===== config.mk =====
export PLATFORM = sky130hd
export DESIGN_NAME = mux_4_1
export DESIGN_NICKNAME = d
export VERILOG_FILES = /design/src/rtl/mux_4_1_pkg.sv /design/src/rtl/mux_4_1_dec.sv /design/src/rtl/mux_4_1.sv
export SDC_FILE = /design/constraint.sdc
export NUM_CORES = 1
export LEC_CHECK = 0
export CAP_MARGIN = 20
export CORE_AREA = 2 2 39 41
export DETAILED_ROUTE_END_ITERATION = 16
export DIE_AREA = 0 0 41 43
export GPL_TIMING_DRIVEN = 0
export HOLD_SLACK_MARGIN = 0.1
export PLACE_DENSITY = 0.64
export REMOVE_ABC_BUFFERS = 1
export SETUP_SLACK_MARGIN = 0.02
export SYNTH_ARGS = -nofsm -noshare
export SYNTH_HDL_FRONTEND = slang
export SYNTH_SLANG_ARGS = --single-unit

===== constraint.sdc =====
create_clock -name clk -period 1.9 [get_ports clk]
set_clock_uncertainty 0.2 [all_clocks]
set_input_delay 0.285 -clock clk [delete_from_list [all_inputs] [get_ports clk]]
set_output_delay 0.285 -clock clk [all_outputs]
set_load 0.01 [all_outputs]

===== src/rtl/mux_4_1_pkg.sv =====
// Shared constants for the 8-input mux slice: select width, input count and
// the values the output registers take while reset is held.
package mux_4_1_pkg;

   localparam int SEL_W = 3;
   localparam int N_IN  = 8;

   localparam logic [SEL_W-1:0] SEL_RST   = 3'd0;
   localparam logic             Y_RST_BIT = 1'b0;
   localparam logic             VALID_RST = 1'b0;
   localparam logic             PAR_RST   = 1'b0;

endpackage


===== src/rtl/mux_4_1_dec.sv =====
// Binary-to-one-hot select decoder; any sel with X/Z bits decodes to all-zeros
// so the downstream AND-OR produces zero.
module mux_4_1_dec
   import mux_4_1_pkg::*;
(
   input  logic [SEL_W-1:0] sel,
   output logic [N_IN-1:0]  onehot
);

   // decode sel to one-hot
   always_comb begin
      onehot = {N_IN{1'b0}};
      case (sel)
         3'd0:    onehot = 8'b0000_0001;
         3'd1:    onehot = 8'b0000_0010;
         3'd2:    onehot = 8'b0000_0100;
         3'd3:    onehot = 8'b0000_1000;
         3'd4:    onehot = 8'b0001_0000;
         3'd5:    onehot = 8'b0010_0000;
         3'd6:    onehot = 8'b0100_0000;
         3'd7:    onehot = 8'b1000_0000;
         default: onehot = 8'b0000_0000;
      endcase
   end

endmodule


===== src/rtl/mux_4_1.sv =====
// 8-input WIDTH-bit mux with combinational and registered outputs.
// Optional registered parity output y_par when MUX_4_1_PARITY_EN is defined.
module mux_4_1
   import mux_4_1_pkg::*;
#(
   parameter int WIDTH = 1
) (
   input  logic             clk,
   input  logic             rst,
   input  logic [WIDTH-1:0] i0,
   input  logic [WIDTH-1:0] i1,
   input  logic [WIDTH-1:0] i2,
   input  logic [WIDTH-1:0] i3,
   input  logic [WIDTH-1:0] i4,
   input  logic [WIDTH-1:0] i5,
   input  logic [WIDTH-1:0] i6,
   input  logic [WIDTH-1:0] i7,
   input  logic [SEL_W-1:0] sel,
   output logic [WIDTH-1:0] y,
   output logic [N_IN-1:0]  sel_onehot,
   output logic [WIDTH-1:0] y_q,
   output logic [SEL_W-1:0] sel_q,
   output logic             y_valid
`ifdef MUX_4_1_PARITY_EN
   ,
   output logic             y_par
`endif
);

   logic [WIDTH-1:0] din_s [N_IN];
   logic [N_IN-1:0]  onehot_s;
   logic [WIDTH-1:0] y_d;
   logic [SEL_W-1:0] sel_d;
   logic             y_valid_d;
   logic             y_valid_q;

   assign din_s[0] = i0;
   assign din_s[1] = i1;
   assign din_s[2] = i2;
   assign din_s[3] = i3;
   assign din_s[4] = i4;
   assign din_s[5] = i5;
   assign din_s[6] = i6;
   assign din_s[7] = i7;

   mux_4_1_dec u_dec (
      .sel    (sel),
      .onehot (onehot_s)
   );

   // one-hot AND-OR selection; an all-zero one-hot yields zero
   always_comb begin
      y_d = {WIDTH{1'b0}};
      for (int n = 0; n < N_IN; n++) begin
         y_d = y_d | (din_s[n] & {WIDTH{onehot_s[n]}});
      end
   end

   assign y          = y_d;
   assign sel_onehot = onehot_s;

   // next-state for the output registers
   always_comb begin
      sel_d     = sel;
      y_valid_d = 1'b1;
   end

   // output registers, cleared asynchronously by rst
   always_ff @(posedge clk or posedge rst) begin
      if (rst) begin
         y_q       <= {WIDTH{Y_RST_BIT}};
         sel_q     <= SEL_RST;
         y_valid_q <= VALID_RST;
      end else begin
         y_q       <= y_d;
         sel_q     <= sel_d;
         y_valid_q <= y_valid_d;
      end
   end

   assign y_valid = y_valid_q;

`ifdef MUX_4_1_PARITY_EN
   function automatic logic parity_of(input logic [WIDTH-1:0] v);
      return ^v;
   endfunction

   logic y_par_d;
   logic y_par_q;

   // parity of the selected data
   always_comb begin
      y_par_d = parity_of(y_d);
   end

   // registered parity alongside y_q
   always_ff @(posedge clk or posedge rst) begin
      if (rst) begin
         y_par_q <= PAR_RST;
      end else begin
         y_par_q <= y_par_d;
      end
   end

   assign y_par = y_par_q;
`endif

endmodule


==> results of run 1 <==
[cell usage in the layout (no fill, tap or decap), drive strengths merged]
master,count
clkdlybuf4s50,13
dlygate4sd2,6
dfrtp,5
clkbuf,4
clkdlybuf4s15,4
nor3b,3
and3b,2
mux4,2
dlygate4sd3,2
buf,2
nor3,1
and3,1
nand2,1
nor2,1
mux2,1
inv,1
dlymetal6s2s,1
conb,1
[worst paths after layout]
path                        start  endpoint  slack (ns)  cells past startpoint
max in group asynchronous     rst  sel_q[1]        0.72                      3
min in group asynchronous     rst       y_q        0.61                      3
max                            i6         y        0.04                      4
min                        sel[2]  sel_q[2]        0.20                      1
[logic make-up (layout without fill, tap and decap cells)]
| family | after synthesis | after routing | synth area share (%) |
|---|---|---|---|
| AND/OR/NAND/NOR | 9 | 9 | 22.5 |
| flip-flops | 5 | 5 | 45.0 |
| multiplexers | 3 | 3 | 23.0 |
| buffers and inverters | 4 | 33 | 8.11 |
| other | 1 | 1 | 1.35 |
[sequential cells by signal, summed over array words and instances (netlist names)]
name     cells
sel_q        3
y_q          1
y_valid      1
[per-stage QoR]
stage	setup TNS (ns)	std cells	instance area, um^2
after global placement	-3.62	61	539
final	0	67	578
after global routing	0	67	578
after CTS	0	67	573
after detailed placement	-3.61	61	539
after floorplan	0	19	259
[per-layer routing]
metal | GRT usage [%] | vias up | routed length, um
met1 | 9.48 | 126 | 341
met5 | 0 | - | 0
met3 | 2.62 | 0 | 78
li1 | - | 132 | -
met4 | 7.33 | 0 | 0
met2 | 13.1 | 17 | 345
[repair_timing]
item	CTS	global route
resized for setup	28	3
hold buffers	2	0
endpoints found under the setup margin	10	2
hold endpoints to repair	6	0
pin swaps	0	0
gates cloned	0	0
[cell type report]
type                       count  share of cell area [%]
multi-input combinational     13                    21.9
tap                           16                    3.46
clock buffer                   4                    4.55
inverter                       1                   0.649
timing repair buffer          28                    47.8
sequential                     5                    21.6
[critical path, stage by stage]
cell and delay (ns):
dlygate4sd2_1 0.24, mux4_2 0.45, mux2_4 0.28, buf_6 0.12
[where the power goes]
group / internal (mW) / switching (mW)
registers: 0.114 / 0.00156
clock network: 0.0791 / 0.0397
logic: 0.0598 / 0.0339
total: 0.253 / 0.0752
==> metrics.csv, run 1 <==
metric;value;unit
DP HPWL;550;um
Synth area leader;dfrtp_1;
Warnings, synthesis;0;
Die ar.;1760;um^2
die span in x;41;um
total track usage;8.78;%
Wirelength per Cell;11.4;um
outcome;finished, final reports clean;
Slew Viols, Final;0;
Reg area;125;um^2
via count;275;
Crit. End Element;output port;
max cap viols;0;
count leader, synth;dfrtp_1;
grt ovf;0;
die height;43;um
EDFF count, synth;0;
critical path arrival;1.38;ns
register bit total from synthesis;5;
Area contributors post-synth;dfrtp_1, mux4_1, nor3b_1;
Mean Syn Cell Area;12.6;um^2
final hold vios;0;
synthesized instance count;22;
pwr dens;567;nW/um^2
Netlist cell types;13;
area share of the largest cell type after synthesis;45.0;%
area occupied by multi-input gates;126;um^2
Worst Setup Start Kind;input pin;
Worst Path Max Fanout;2;
initial antenna violation count;0;
RSZ-0062 raised after global routing;true;
global-route wire length before repair;1.01;mm
net count of the finished layout;65;
Clock transition at path regs;0.04;ns
antenna-violating nets left;0;
utilization after layout;41.8;%
register area share after synthesis;45.0;%
Tot Pwr;0.328;mW
# DRC;0;
commonest cells in the netlist;dfrtp_1, nor3b_1, and3b_2, clkbuf_1, mux4_1;
# fillers;150;
Final WS setup;0.0366;ns
mapped cell area;278;um^2
Initial Utilization;20.1;%
Final Wtd Congestion;0.646;
hold slack final;0.199;ns
Port Buffer Count;26;
minimum clock period;1.86;ns
CTS tree;done;
largest net degree at the start of global routing;12;
Peak VDD IR;140;uV
clk root buf;clkbuf_4;
Peak Freq;537;MHz
Hold/Removal Path Class;input pin to register;
share of cells above drive strength 1;25.5;%
clk buf depth;2;
Vias per Instance;4.10;
count of final setup violators;0;
drt first pass iters;3;
Worst Path Required;1.41;ns
fraction of registers with async set/reset;100;%
ratio of final minimum period to clock period;98.1;%
Leakage;0.268;nW
row count;14;
CTS Buf Count;3;
IO Pins;27;
CTS Sinks;5;
drt total wl;764;um
vias in the first global route;259;
Syn-to-layout area delta;108;%
pre-CTS setup slack;-0.907;ns
DR iter-0 viols;13;
Primary FF master, synth;dfrtp_1;
CP Class;input pin to output port;
H-Tree Depth;1;
area of the core;1380;um^2
post-CTS setup buffers;0;
ant diodes;0;
Note: power is estimated with default switching activity, not from simulation.
==> run 2, diff against run 1 <==
CAP_MARGIN = default   (was 20)
PLACE_DENSITY = 0.58   (was 0.64)
==> run 2 against run 1 <==
Worst setup slack improved by 0.015 ns; wire length down 12%; cell count rose by 1.5%.
==> metrics.csv, run 2 (synthesis results as in run 1) <==
metric;value;unit;change
outcome;finished, final reports clean;;unchanged
Slowest-stage cell, CP;mux4_2;;unchanged
critical path arrival;1.36;ns;was 1.38 ns
delay-heaviest family, CP;multiplexers;;unchanged
Largest register FFs;3;;unchanged
antenna-violating nets left;0;;unchanged
Peak VDD IR;198;uV;was 140 uV
hold slack final;0.188;ns;was 0.199 ns
commonest non-fill, non-tap cell in the layout;clkdlybuf4s50_1;;unchanged
Worst Setup Start Kind;input pin;;unchanged
Worst Path Required;1.41;ns;about the same
Tot Pwr;0.326;mW;was 0.328 mW
area occupied by multi-input gates;131;um^2;was 126 um^2
post-CTS setup buffers;0;;unchanged
Crit. End Element;output port;;unchanged
ant diodes;0;;unchanged
worst hold stages;1;;unchanged
grt ovf;0;;unchanged
area of the core;1380;um^2;unchanged
initial antenna violation count;0;;unchanged
Worst Path Max Fanout;2;;unchanged
Slew Viols, Final;0;;unchanged
die span in x;41;um;unchanged
total track usage;8.78;%;unchanged
share of cells above drive strength 1;26.9;%;was 25.5%
Wirelength per Cell;9.87;um;was 11.4 um
most frequent cells in the layout;clkdlybuf4s50_1, dfrtp_1, clkdlybuf4s15_1, dlygate4sd2_1;;was clkdlybuf4s50_1, dlygate4sd2_1, dfrtp_1, nor3b_1, clkbuf_4
Clock transition at path regs;0.04;ns;about the same
final hold vios;0;;unchanged
ratio of final minimum period to clock period;97.3;%;was 98.1%
# DRC;0;;unchanged
RSZ-0062 raised after global routing;false;;was true
clk root buf;clkbuf_4;;unchanged
CTS Sinks;5;;unchanged
minimum clock period;1.85;ns;was 1.86 ns
Worst Min Path Start;sel[2];;unchanged
Port Buffer Count;26;;unchanged
max cap viols;0;;unchanged
Die ar.;1760;um^2;unchanged
DR iter-0 viols;0;;was 13
Vias per Instance;3.99;;was 4.10
Initial Utilization;20.1;%;unchanged
row count;14;;unchanged
Final Wtd Congestion;0.572;;was 0.646
crit-path cells;dlygate4sd2_1 -> mux4_2 -> mux2_4 -> buf_6;;unchanged
CP bufs+invs;2;;unchanged
# fillers;156;;was 150
vias in the first global route;244;;was 259
drt total wl;671;um;was 764 um
Hold/Removal Path Class;input pin to register;;unchanged
Syn-to-layout area delta;113;%;was 108%
pwr dens;553;nW/um^2;was 567 nW/um^2
Reg area;125;um^2;unchanged
largest reg by FF count;sel_q;;unchanged
CTS Buf Count;3;;unchanged
die height;43;um;unchanged
utilization after layout;42.7;%;was 41.8%
clk buf depth;2;;unchanged
IO Pins;27;;unchanged
TNS Setup;0;ns;unchanged
CP Class;input pin to output port;;unchanged
via count;271;;was 275
count of final setup violators;0;;unchanged
drt first pass iters;1;;was 3
worst hold endpoint;sel_q[2];;unchanged
H-Tree Depth;1;;unchanged
largest net degree at the start of global routing;12;;unchanged
Leakage;0.256;nW;was 0.268 nW
global-route wire length before repair;1.06;mm;was 1.01 mm
max incr delay on CP;0.43;ns;was 0.45 ns
Peak Freq;541;MHz;was 537 MHz
net count of the finished layout;66;;was 65
CTS tree;done;;unchanged
[run 2: power by group]
group	switching [mW]	leakage (nW)	internal, mW
Clock	0.0362	0.0150	0.0789
Combinational	0.0337	0.183	0.0621
Sequential	0.00155	0.0583	0.114
[run 2: metal layers]
| layer | vias to the layer above | part of all wire (%) | track usage (%) |
|---|---|---|---|
| met5 | - | 0 | 0 |
| met4 | 0 | 0 | 6.00 |
| met3 | 0 | 10 | 2.09 |
| met2 | 16 | 49 | 12.2 |
| met1 | 120 | 41 | 11.4 |
| li1 | 135 | - | - |
[run 2: per-stage QoR]
stage,setup WS (ns),area (um^2),std cells
floorplan,0.320,259,19
global placement,-0.937,539,61
detailed placement,-0.936,539,61
CTS,0.0324,573,67
global route,0.0205,591,68
finish,0.0518,591,68
[run 2: cell type report]
type / instances / area share (%)
clock buffers: 4 / 4.45
inverters: 1 / 0.636
multi-input cells: 13 / 22.2
flip-flops and latches: 5 / 21.2
well taps: 16 / 3.39
repair buffers: 29 / 48.1
[run 2: worst max path at each step]
stage / startpoint / endpoint / depth (start not counted) / slack, ns
final: i1 / y / 4 / 0.05
after detailed placement: sel[0] / y / 4 / -0.94
after global routing: i6 / y / 4 / 0.02
after floorplan: sel[0] / y / 2 / 0.32
after global placement: sel[0] / y / 4 / -0.94
after CTS: i3 / y / 4 / 0.03
[run 2: what timing repair did]
| action | 4_1_cts | 5_1_grt |
|---|---|---|
| gates resized for setup | 28 | 8 |
| setup endpoints to repair | 10 | 3 |
| hold buffers | 2 | 1 |
| hold endpoints to repair | 6 | 1 |
==> run 3, diff against run 2 <==
HOLD_SLACK_MARGIN = default   (was 0.1)
==> run 3 against run 2 <==
Clock power is essentially flat; worst hold slack worse by 0.17 ns; design area down 5.1%; first-iteration DRC count is the same; combinational power decreased by 5.0%; sequential power is essentially flat; cell count decreased by 4.4%; highest routed layer unchanged.
==> metrics.csv, run 3 (synthesis results as in run 1) <==
metric;value;unit;change
outcome;finished, final reports clean;;unchanged
share of cells above drive strength 1;28.6;%;was 26.9%
CTS Buf Count;3;;unchanged
# fillers;159;;was 156
antenna-violating nets left;0;;unchanged
Peak VDD IR;152;uV;was 198 uV
Slew Viols, Final;0;;unchanged
most frequent cells in the layout;clkdlybuf4s50_1, dfrtp_1, clkdlybuf4s15_1, dlygate4sd2_1, clkbuf_4;;was clkdlybuf4s50_1, dfrtp_1, clkdlybuf4s15_1, dlygate4sd2_1
net count of the finished layout;63;;was 66
non-filler cells, final;65;;was 68
clk buf depth;2;;unchanged
grt ovf;0;;unchanged
Port Buffer Count;26;;unchanged
count of final setup violators;0;;unchanged
DR iter-0 viols;0;;unchanged
H-Tree Depth;1;;unchanged
CP Class;input pin to output port;;unchanged
critical path arrival;1.36;ns;about the same
final hold vios;0;;unchanged
Hold/Removal Path Class;input pin to register;;unchanged
largest reg by FF count;sel_q;;unchanged
Slowest-stage cell, CP;mux4_2;;unchanged
die height;43;um;unchanged
clk root buf;clkbuf_4;;unchanged
Worst Setup Start Kind;input pin;;unchanged
Crit. End Element;output port;;unchanged
minimum clock period;1.85;ns;about the same
via count;258;;was 271
RSZ-0062 raised after global routing;false;;unchanged
Wirelength per Cell;10.0;um;was 9.87 um
pwr dens;578;nW/um^2;was 553 nW/um^2
IO Pins;27;;unchanged
CTS Sinks;5;;unchanged
Tot Pwr;0.324;mW;was 0.326 mW
delay-heaviest family, CP;multiplexers;;unchanged
Largest register FFs;3;;unchanged
max incr delay on CP;0.43;ns;about the same
ratio of final minimum period to clock period;97.3;%;about the same
Vias per Instance;3.97;;was 3.99
TNS Setup;0;ns;unchanged
initial antenna violation count;0;;unchanged
area occupied by multi-input gates;131;um^2;unchanged
global-route wire length before repair;1.05;mm;was 1.06 mm
drt first pass iters;1;;unchanged
utilization after layout;40.5;%;was 42.7%
row count;14;;unchanged
vias in the first global route;243;;was 244
commonest non-fill, non-tap cell in the layout;clkdlybuf4s50_1;;unchanged
crit-path cells;dlygate4sd2_1 -> mux4_2 -> mux2_4 -> buf_6;;unchanged
Worst Path Required;1.41;ns;about the same
Die ar.;1760;um^2;unchanged
area of the core;1380;um^2;unchanged
Peak Freq;541;MHz;about the same
WP depth;4;;unchanged
worst hold stages;1;;unchanged
ant diodes;0;;unchanged
Reg area;125;um^2;unchanged
max cap viols;0;;unchanged
largest net degree at the start of global routing;12;;unchanged
Worst Path Max Fanout;2;;unchanged
CP bufs+invs;2;;unchanged
Initial Utilization;20.1;%;unchanged
Syn-to-layout area delta;102;%;was 113%
Final Wtd Congestion;0.572;;unchanged
total track usage;8.88;%;was 8.78%
die span in x;41;um;unchanged
Leakage;0.244;nW;was 0.256 nW
CTS tree;done;;unchanged
# DRC;0;;unchanged
drt total wl;650;um;was 671 um
placed insts;61;;unchanged
Clock transition at path regs;0.04;ns;about the same
-- run 3: cell types whose count changed in the layout (fill, tap and decap cells not counted) --
cell	before	now
dlygate4sd3_1	3	0
-- run 3: where the power goes --
part	internal, mW	switching, mW
Combinational	0.0581	0.0329
Sequential	0.114	0.00146
Clock	0.0791	0.0383
Total	0.251	0.0727
-- run 3: metrics by stage --
stage	setup WS (ns)	instance area (um^2)	hold WS, ns
3_5_place_dp	-0.936	539	0.290
3_3_place_gp	-0.937	539	0.294
5_1_grt	0.0205	561	0.0217
6_report	0.0515	561	0.0171
4_1_cts	0.0324	553	0.0445
2_1_floorplan	0.320	259	-0.136
-- run 3: path summary, 6_finish.rpt --
| check | start | slack [ns] | end |
|---|---|---|---|
| max in group asynchronous | rst | 1.29 | y_valid |
| min in group asynchronous | rst | 0.05 | sel_q[1] |
| hold / removal | sel[0] | 0.02 | sel_q[0] |
| setup / recovery | i1 | 0.05 | y |
-- run 3: final cells by class --
cell class / instances / area share [%]
multi-input combinational: 13 / 23.4
timing repair buffer: 26 / 45.3
inverter: 1 / 0.670
clock buffer: 4 / 4.69
sequential: 5 / 22.3
tap: 16 / 3.57
-- run 3: what timing repair did --
action / in CTS / in global routing
gates resized for setup: 28 / 8
setup buffers: 0 / 0
hold buffers: 0 / 0
cloned: 0 / 0
endpoints found under the setup margin: 10 / 3
-- run 3: layer usage --
metal / wire length [um] / part of all wire [%] / vias up / track usage, %
met4: 0 / 0 / 0 / 8.00
met2: 310 / 48 / 16 / 12.8
met1: 265 / 41 / 113 / 10.1
met5: 0 / 0 / - / 0
met3: 74 / 11 / 0 / 2.09
li1: - / - / 129 / -
